$ cat src/rtl/pi_steer_pkg.sv
// Shared types and widths for the pi_steer line-following steering controller.
package pi_steer_pkg;

    localparam int ERR_W   = 12;
    localparam int ESAT_W  = 10;
    localparam int SPD_W   = 10;
    localparam int DRV_W   = 11;
    localparam int INTEG_W = 16;
    localparam int PTERM_W = 13;

    localparam logic signed [INTEG_W-1:0] INTEG_LIM     = 16'sd16383;
    localparam logic signed [INTEG_W:0]   INTEG_LIM_EXT = 17'sd16383;

    typedef enum logic [2:0] {
        IDLE,
        CALC_P,
        CALC_I,
        SUM,
        DRIVE
    } state_t;

    // Symmetric clamp; the limit is not a power of two so a plain saturator does not fit.
    function automatic logic signed [INTEG_W-1:0] clamp_integ(input logic signed [INTEG_W:0] v);
        if (v > INTEG_LIM_EXT) begin
            return INTEG_LIM;
        end else if (v < -INTEG_LIM_EXT) begin
            return -INTEG_LIM;
        end else begin
            return v[INTEG_W-1:0];
        end
    endfunction

endpackage

$ cat src/rtl/pi_steer_sat.sv
// Signed saturator: clamps a two's-complement value into a narrower signed range.
module sat_signed #(
    parameter int IN_W  = 12,
    parameter int OUT_W = 10
) (
    input  logic signed [IN_W-1:0]  value,
    output logic signed [OUT_W-1:0] result
);

    localparam logic signed [OUT_W-1:0] MAX_V = {1'b0, {(OUT_W-1){1'b1}}};
    localparam logic signed [OUT_W-1:0] MIN_V = {1'b1, {(OUT_W-1){1'b0}}};

    logic [IN_W-OUT_W:0] top_bits;

    // Value fits when every bit above the output MSB repeats the sign.
    assign top_bits = value[IN_W-1:OUT_W-1];

    always_comb begin
        result = value[OUT_W-1:0];
        if (!((&top_bits) || !(|top_bits))) begin
            result = value[IN_W-1] ? MIN_V : MAX_V;
        end
    end

endmodule

$ cat src/rtl/pi_steer.sv
// PI steering controller: one error sample in, left/right drive commands out four edges later.
module pi_steer
    import pi_steer_pkg::*;
#(
    parameter int KP       = 3,
    parameter int KI_SHIFT = 4
) (
    input  logic        clk,
    input  logic        rst_n,
    input  logic        go,
    input  logic        err_vld,
    input  logic [11:0] error,
    input  logic [9:0]  fwd_spd,
    output logic [10:0] lft,
    output logic [10:0] rht,
    output logic        upd_done,
    output logic        busy
);

    localparam int CSUM_W = INTEG_W + 1;
    localparam int DSUM_W = DRV_W + 1;
    localparam logic signed [PTERM_W-1:0] KP_S = PTERM_W'(KP);

    state_t state_reg, state_next;

    logic signed [ERR_W-1:0]   error_reg;
    logic signed [ESAT_W-1:0]  err_sat, err_sat_reg;
    logic signed [PTERM_W-1:0] p_next, p_term_reg;
    logic signed [CSUM_W-1:0]  integ_sum;
    logic signed [INTEG_W-1:0] integ_reg;
    logic signed [CSUM_W-1:0]  corr_sum;
    logic signed [DRV_W-1:0]   corr_sat, corr_reg;
    logic signed [DRV_W-1:0]   lft_reg, rht_reg;
    logic signed [DSUM_W-1:0]  fwd_ext;
    logic signed [DSUM_W-1:0]  drive_sum [2];
    logic signed [DRV_W-1:0]   drive_sat [2];
    logic                      upd_reg;

    sat_signed #(.IN_W(ERR_W), .OUT_W(ESAT_W)) u_err_sat (
        .value  (error_reg),
        .result (err_sat)
    );

    assign p_next    = PTERM_W'(err_sat) * KP_S;
    assign integ_sum = CSUM_W'(integ_reg) + CSUM_W'(err_sat_reg);
    // Sum carried wide enough that no KI_SHIFT setting can wrap before saturation.
    assign corr_sum  = CSUM_W'(p_term_reg) + CSUM_W'(integ_reg >>> KI_SHIFT);

    sat_signed #(.IN_W(CSUM_W), .OUT_W(DRV_W)) u_corr_sat (
        .value  (corr_sum),
        .result (corr_sat)
    );

    assign fwd_ext = DSUM_W'({1'b0, fwd_spd});

    // Index 0 is the left wheel (speed + correction), index 1 the right wheel.
    generate
        for (genvar gi = 0; gi < 2; gi++) begin : g_side
            if (gi == 0) begin : g_add
                assign drive_sum[gi] = fwd_ext + DSUM_W'(corr_reg);
            end else begin : g_sub
                assign drive_sum[gi] = fwd_ext - DSUM_W'(corr_reg);
            end
            sat_signed #(.IN_W(DSUM_W), .OUT_W(DRV_W)) u_drive_sat (
                .value  (drive_sum[gi]),
                .result (drive_sat[gi])
            );
        end
    endgenerate

    always_ff @(posedge clk) begin
        if (!rst_n) begin
            state_reg <= IDLE;
        end else begin
            state_reg <= state_next;
        end
    end

    always_comb begin
        state_next = state_reg;
        case (state_reg)
            IDLE:    if (err_vld) state_next = CALC_P;
            CALC_P:  state_next = CALC_I;
            CALC_I:  state_next = SUM;
            SUM:     state_next = DRIVE;
            DRIVE:   state_next = IDLE;
            default: state_next = IDLE;
        endcase
        if (!go) begin
            state_next = IDLE;
        end
    end

    always_comb begin
        busy = 1'b0;
        if (state_reg != IDLE) begin
            busy = 1'b1;
        end
    end

    always_ff @(posedge clk) begin
        if (!rst_n) begin
            error_reg   <= '0;
            err_sat_reg <= '0;
            p_term_reg  <= '0;
            integ_reg   <= '0;
            corr_reg    <= '0;
            lft_reg     <= '0;
            rht_reg     <= '0;
            upd_reg     <= 1'b0;
        end else if (!go) begin
            integ_reg <= '0;
            lft_reg   <= '0;
            rht_reg   <= '0;
            upd_reg   <= 1'b0;
        end else begin
            upd_reg <= 1'b0;
            case (state_reg)
                IDLE: begin
                    if (err_vld) begin
                        error_reg <= error;
                    end
                end
                CALC_P: begin
                    err_sat_reg <= err_sat;
                    p_term_reg  <= p_next;
                end
                CALC_I: integ_reg <= clamp_integ(integ_sum);
                SUM:    corr_reg  <= corr_sat;
                DRIVE: begin
                    lft_reg <= drive_sat[0];
                    rht_reg <= drive_sat[1];
                    upd_reg <= 1'b1;
                end
                default: ;
            endcase
        end
    end

    assign lft      = lft_reg;
    assign rht      = rht_reg;
    assign upd_done = upd_reg;

endmodule

$ cat config.mk
export PLATFORM = sky130hd
export DESIGN_NAME = pi_steer
export DESIGN_NICKNAME = d
export VERILOG_FILES = /design/src/rtl/pi_steer_pkg.sv /design/src/rtl/pi_steer_sat.sv /design/src/rtl/pi_steer.sv
export SDC_FILE = /design/constraint.sdc
export NUM_CORES = 1
export LEC_CHECK = 0
export ABC_AREA = 1
export BUFFER_PORTS_ARGS = -buffer_cell sky130_fd_sc_hd__clkbuf_2
export CAP_MARGIN = 0
export CORE_MARGIN = 2
export CORE_UTILIZATION = 34
export DETAILED_ROUTE_END_ITERATION = 8
export HOLD_SLACK_MARGIN = 0.1
export PLACE_DENSITY_LB_ADDON = 0.12
export SYNTH_ARGS = -nofsm -noshare
export SYNTH_HDL_FRONTEND = slang
export SYNTH_SLANG_ARGS = --single-unit
export TNS_END_PERCENT = 30
$ cat constraint.sdc
create_clock -name clk -period 8.9 [get_ports clk]
set_input_delay 0 -clock clk [delete_from_list [all_inputs] [get_ports clk]]
set_output_delay 0 -clock clk [all_outputs]
set_load 0.02 [all_outputs]
==> results.txt <==
status -> finished, final reports clean
Vias/cell -> 4.762
Compound-Gate Fraction of Synth Area -> 17.50%
Tot Pwr -> 1.011 mW
htree depth -> 3
Reg clk slew, reported paths -> 0.06 ns
Leakage -> 3.783 nW
metal2 WL -> 8651 µm
Vias -> 6290
Worst VDD drop -> 0.09835 mV
Avg Inst Size Synth -> 6.534 µm²
Placer Congestion -> 0.8800
CP Capture Type -> flop
Adder-Cell Fraction of Synth Area -> 14.02%
global-route wire length before repair -> 29720 µm
vias in the first global route -> 5965
Post-Synthesis Net Count -> 1108
crit path DAT -> 3.92 ns
Total Die Area -> 0.02056 mm²
startpoint types -> flop
fin crit share -> 41.34%
die width -> 143.4 µm
Max transition margin -> 43.53%
cells after synthesis -> 1011
Site Rows -> 50
Least-Margin Pin Slew -> 0.8446 ns
Setup Skew -> 0.005743 ns
DR iter-0 viols -> 294
worst endpoint required time -> 9.14 ns
Seq cells post-synth -> 87
Final Hold Fails -> 0
GRT Overall Usage -> 18.31%
CTS buffer count -> 9
GR Overflow Total -> 0
Cell Pwr Density -> 134.7 mW/mm²
Final HPWL DP -> 14640 µm
initial antenna violation count -> 0
setup TNS -> 0 ns
simple-gate share of the synthesized area -> 27.25%
# hold bufs at CTS -> 13
Layout Nets -> 1153
post-CTS sizing -> 0
layout cell share with drive strength beyond 1 -> 9.142%
Port Buffer Count -> 49
endpoints failing setup -> 0
maxcap violations -> 0
final WL -> 18060 µm
fill cell count -> 2160
min-delay worst type -> input pin to flop
pin count of the biggest net entering global routing -> 32
XOR/XNOR Fraction of Synth Area -> 3.977%
Max clock buf depth -> 2
Highest Clock Rate -> 271.8 MHz
Pre-antenna DRT Iters -> 4
unrepaired setup endpoints after global routing -> false
post-synth cell types -> 43
Die Span Y -> 143.4 µm
WS Path Type -> flop to flop
CTS Root Cell -> clkbuf_16
Worst-Skew Late Latency -> 0.35 ns
postcts setup bufs -> 0
top sig layer -> met4
Max Slew Vio Count -> 0
WL met3 -> 512 µm
Starting Density -> 34.97%
Yosys warnings -> 0
minimum clock period -> 3.679 ns
CTS sink cnt -> 87
Core Box Area -> 0.01889 mm²
num ports -> 50
M1 wire length -> 8642 µm
CTS tree -> yes
wire per inst -> 13.67 µm
Post-Syn Area -> 0.006606 mm²
largest family of logic cells by synthesized area -> simple AND/OR/NAND/NOR gates
sequential area share after synthesis -> 26.36%
mux contribution to synthesized area -> 0%
antenna diode count -> 0
DRC -> 0
Final ANT Viol Nets -> 0
Layout area overhead -> 13.60%
Max Fanout on Critical Path -> 10
max reg flops -> 16
synth_stat cells (all sizes together):
library cell  number  share of area [%]
ha                66                 12
o21a               1               0.11
buf                9               0.93
o31a               2               0.27
a21o               1               0.11
nand3b             3               0.34
a21oi             85                7.2
o2111ai            1               0.13
clkbuf            21                1.2
nor3              12               0.98
xor2              25                3.3
a21boi             2               0.23
nor2             123                7.0
inv              153                8.7
xnor2              5               0.66
nand2            219                 13
and2               1              0.095
fa                 5                1.5
a31oi              3               0.28
a211oi             2               0.23
clkinv             1              0.057
or2                2               0.19
o21ai             98                7.5
nor4               1              0.095
nand4              9               0.85
dfxtp             87                 26
o211ai             6               0.68
nand3             61                4.8
o31ai              2               0.23
o21bai             5               0.57
per-layer routing:
layer / global-route usage (%) / vias to the layer above
met5: 0 / -
met4: 4.850 / 0
met3: 2.899 / 16
met2: 32.01 / 84
met1: 23.39 / 2831
li1: - / 3359
area by class of cell:
class,count,area [µm²],area share (%)
Inverter,154,578.1,7.703
Timing Repair Buffer,64,390.4,5.202
Clock inverter,4,77.57,1.034
Clock buffer,12,246.5,3.284
Sequential cell,87,1742,23.21
Multi-Input combinational cell,740,4145,55.24
Tap cell,260,325.3,4.335
path summary, 6_finish.rpt:
kind	cells past startpoint	startpoint	endpoint	slack [ns]
max	19	error_reg[11]	p_term_reg[10]	5.22
min	5	go	state_reg[2]	0.10
max reg2reg	19	error_reg[11]	p_term_reg[10]	5.22
min reg2reg	2	error_reg[4]	error_reg[4]	0.45
worst max-delay path, stage by stage (launching register included):
cell and delay, ns:
dfxtp_1 0.41, nor2_1 0.06, o21ai_1 0.42, nand2_1 0.28, o21ai_0 0.25, ha_1 0.31, ha_1 0.24, fa_1 0.42
nand3_1 0.09, nand3_1 0.10, nand2_1 0.07, nand2_1 0.05, nand2_1 0.07, a21boi_0 0.11, o21ai_0 0.25, nand2_1 0.13
nand2_1 0.08, nand3_1 0.06, o211ai_1 0.11, inv_1 0.05
per-stage QoR:
step	cell area (µm²)	hold WS (ns)	util (%)	setup WS (ns)	cells
after CTS	7505	0.1016	39.72	5.222	1321
after floorplan	6606	0.1349	-	5.827	1011
after global placement	7051	0.2325	37.32	5.359	1292
final	7505	0.1022	39.72	5.221	1321
after global routing	7505	0.1533	39.72	4.689	1321
after detailed placement	7051	0.2310	37.32	5.268	1292
cells in the final DEF (no fill, tap or decap), types with 2 or more instances in the layout:
cell,instances
nand3_1,58
o211ai_1,6
nand2_1,211
inv_1,150
ha_1,66
bufinv_16,2
xnor2_1,5
o21ai_0,91
fa_1,5
nor3_1,11
o31a_1,2
o31ai_1,2
a21oi_2,13
xor2_1,25
inv_2,3
a21oi_1,72
dlygate4sd3_1,13
nand3b_1,3
a211oi_1,2
nand4_1,9
nand2_2,7
clkbuf_16,9
clkbuf_2,49
nand3_2,3
or2_2,2
a31oi_1,3
o21bai_1,5
nor2_1,122
clkbuf_1,2
dfxtp_1,87
o21ai_1,6
buf_4,2
power breakdown:
| part | internal, mW | switching [mW] |
|---|---|---|
| logic | 0.0742 | 0.121 |
| registers | 0.398 | 0.00612 |
| clock network | 0.255 | 0.157 |
| total | 0.727 | 0.284 |
kinds of logic (layout without fill, tap and decap cells):
family          after synthesis  after routing
xor+xnor                     30             30
fa+ha+maj                    71             71
compound gates              208            208
buf+inv                     184            234
simple gates                431            431
flops                        87             87
Note: power is estimated with default switching activity, not from simulation.
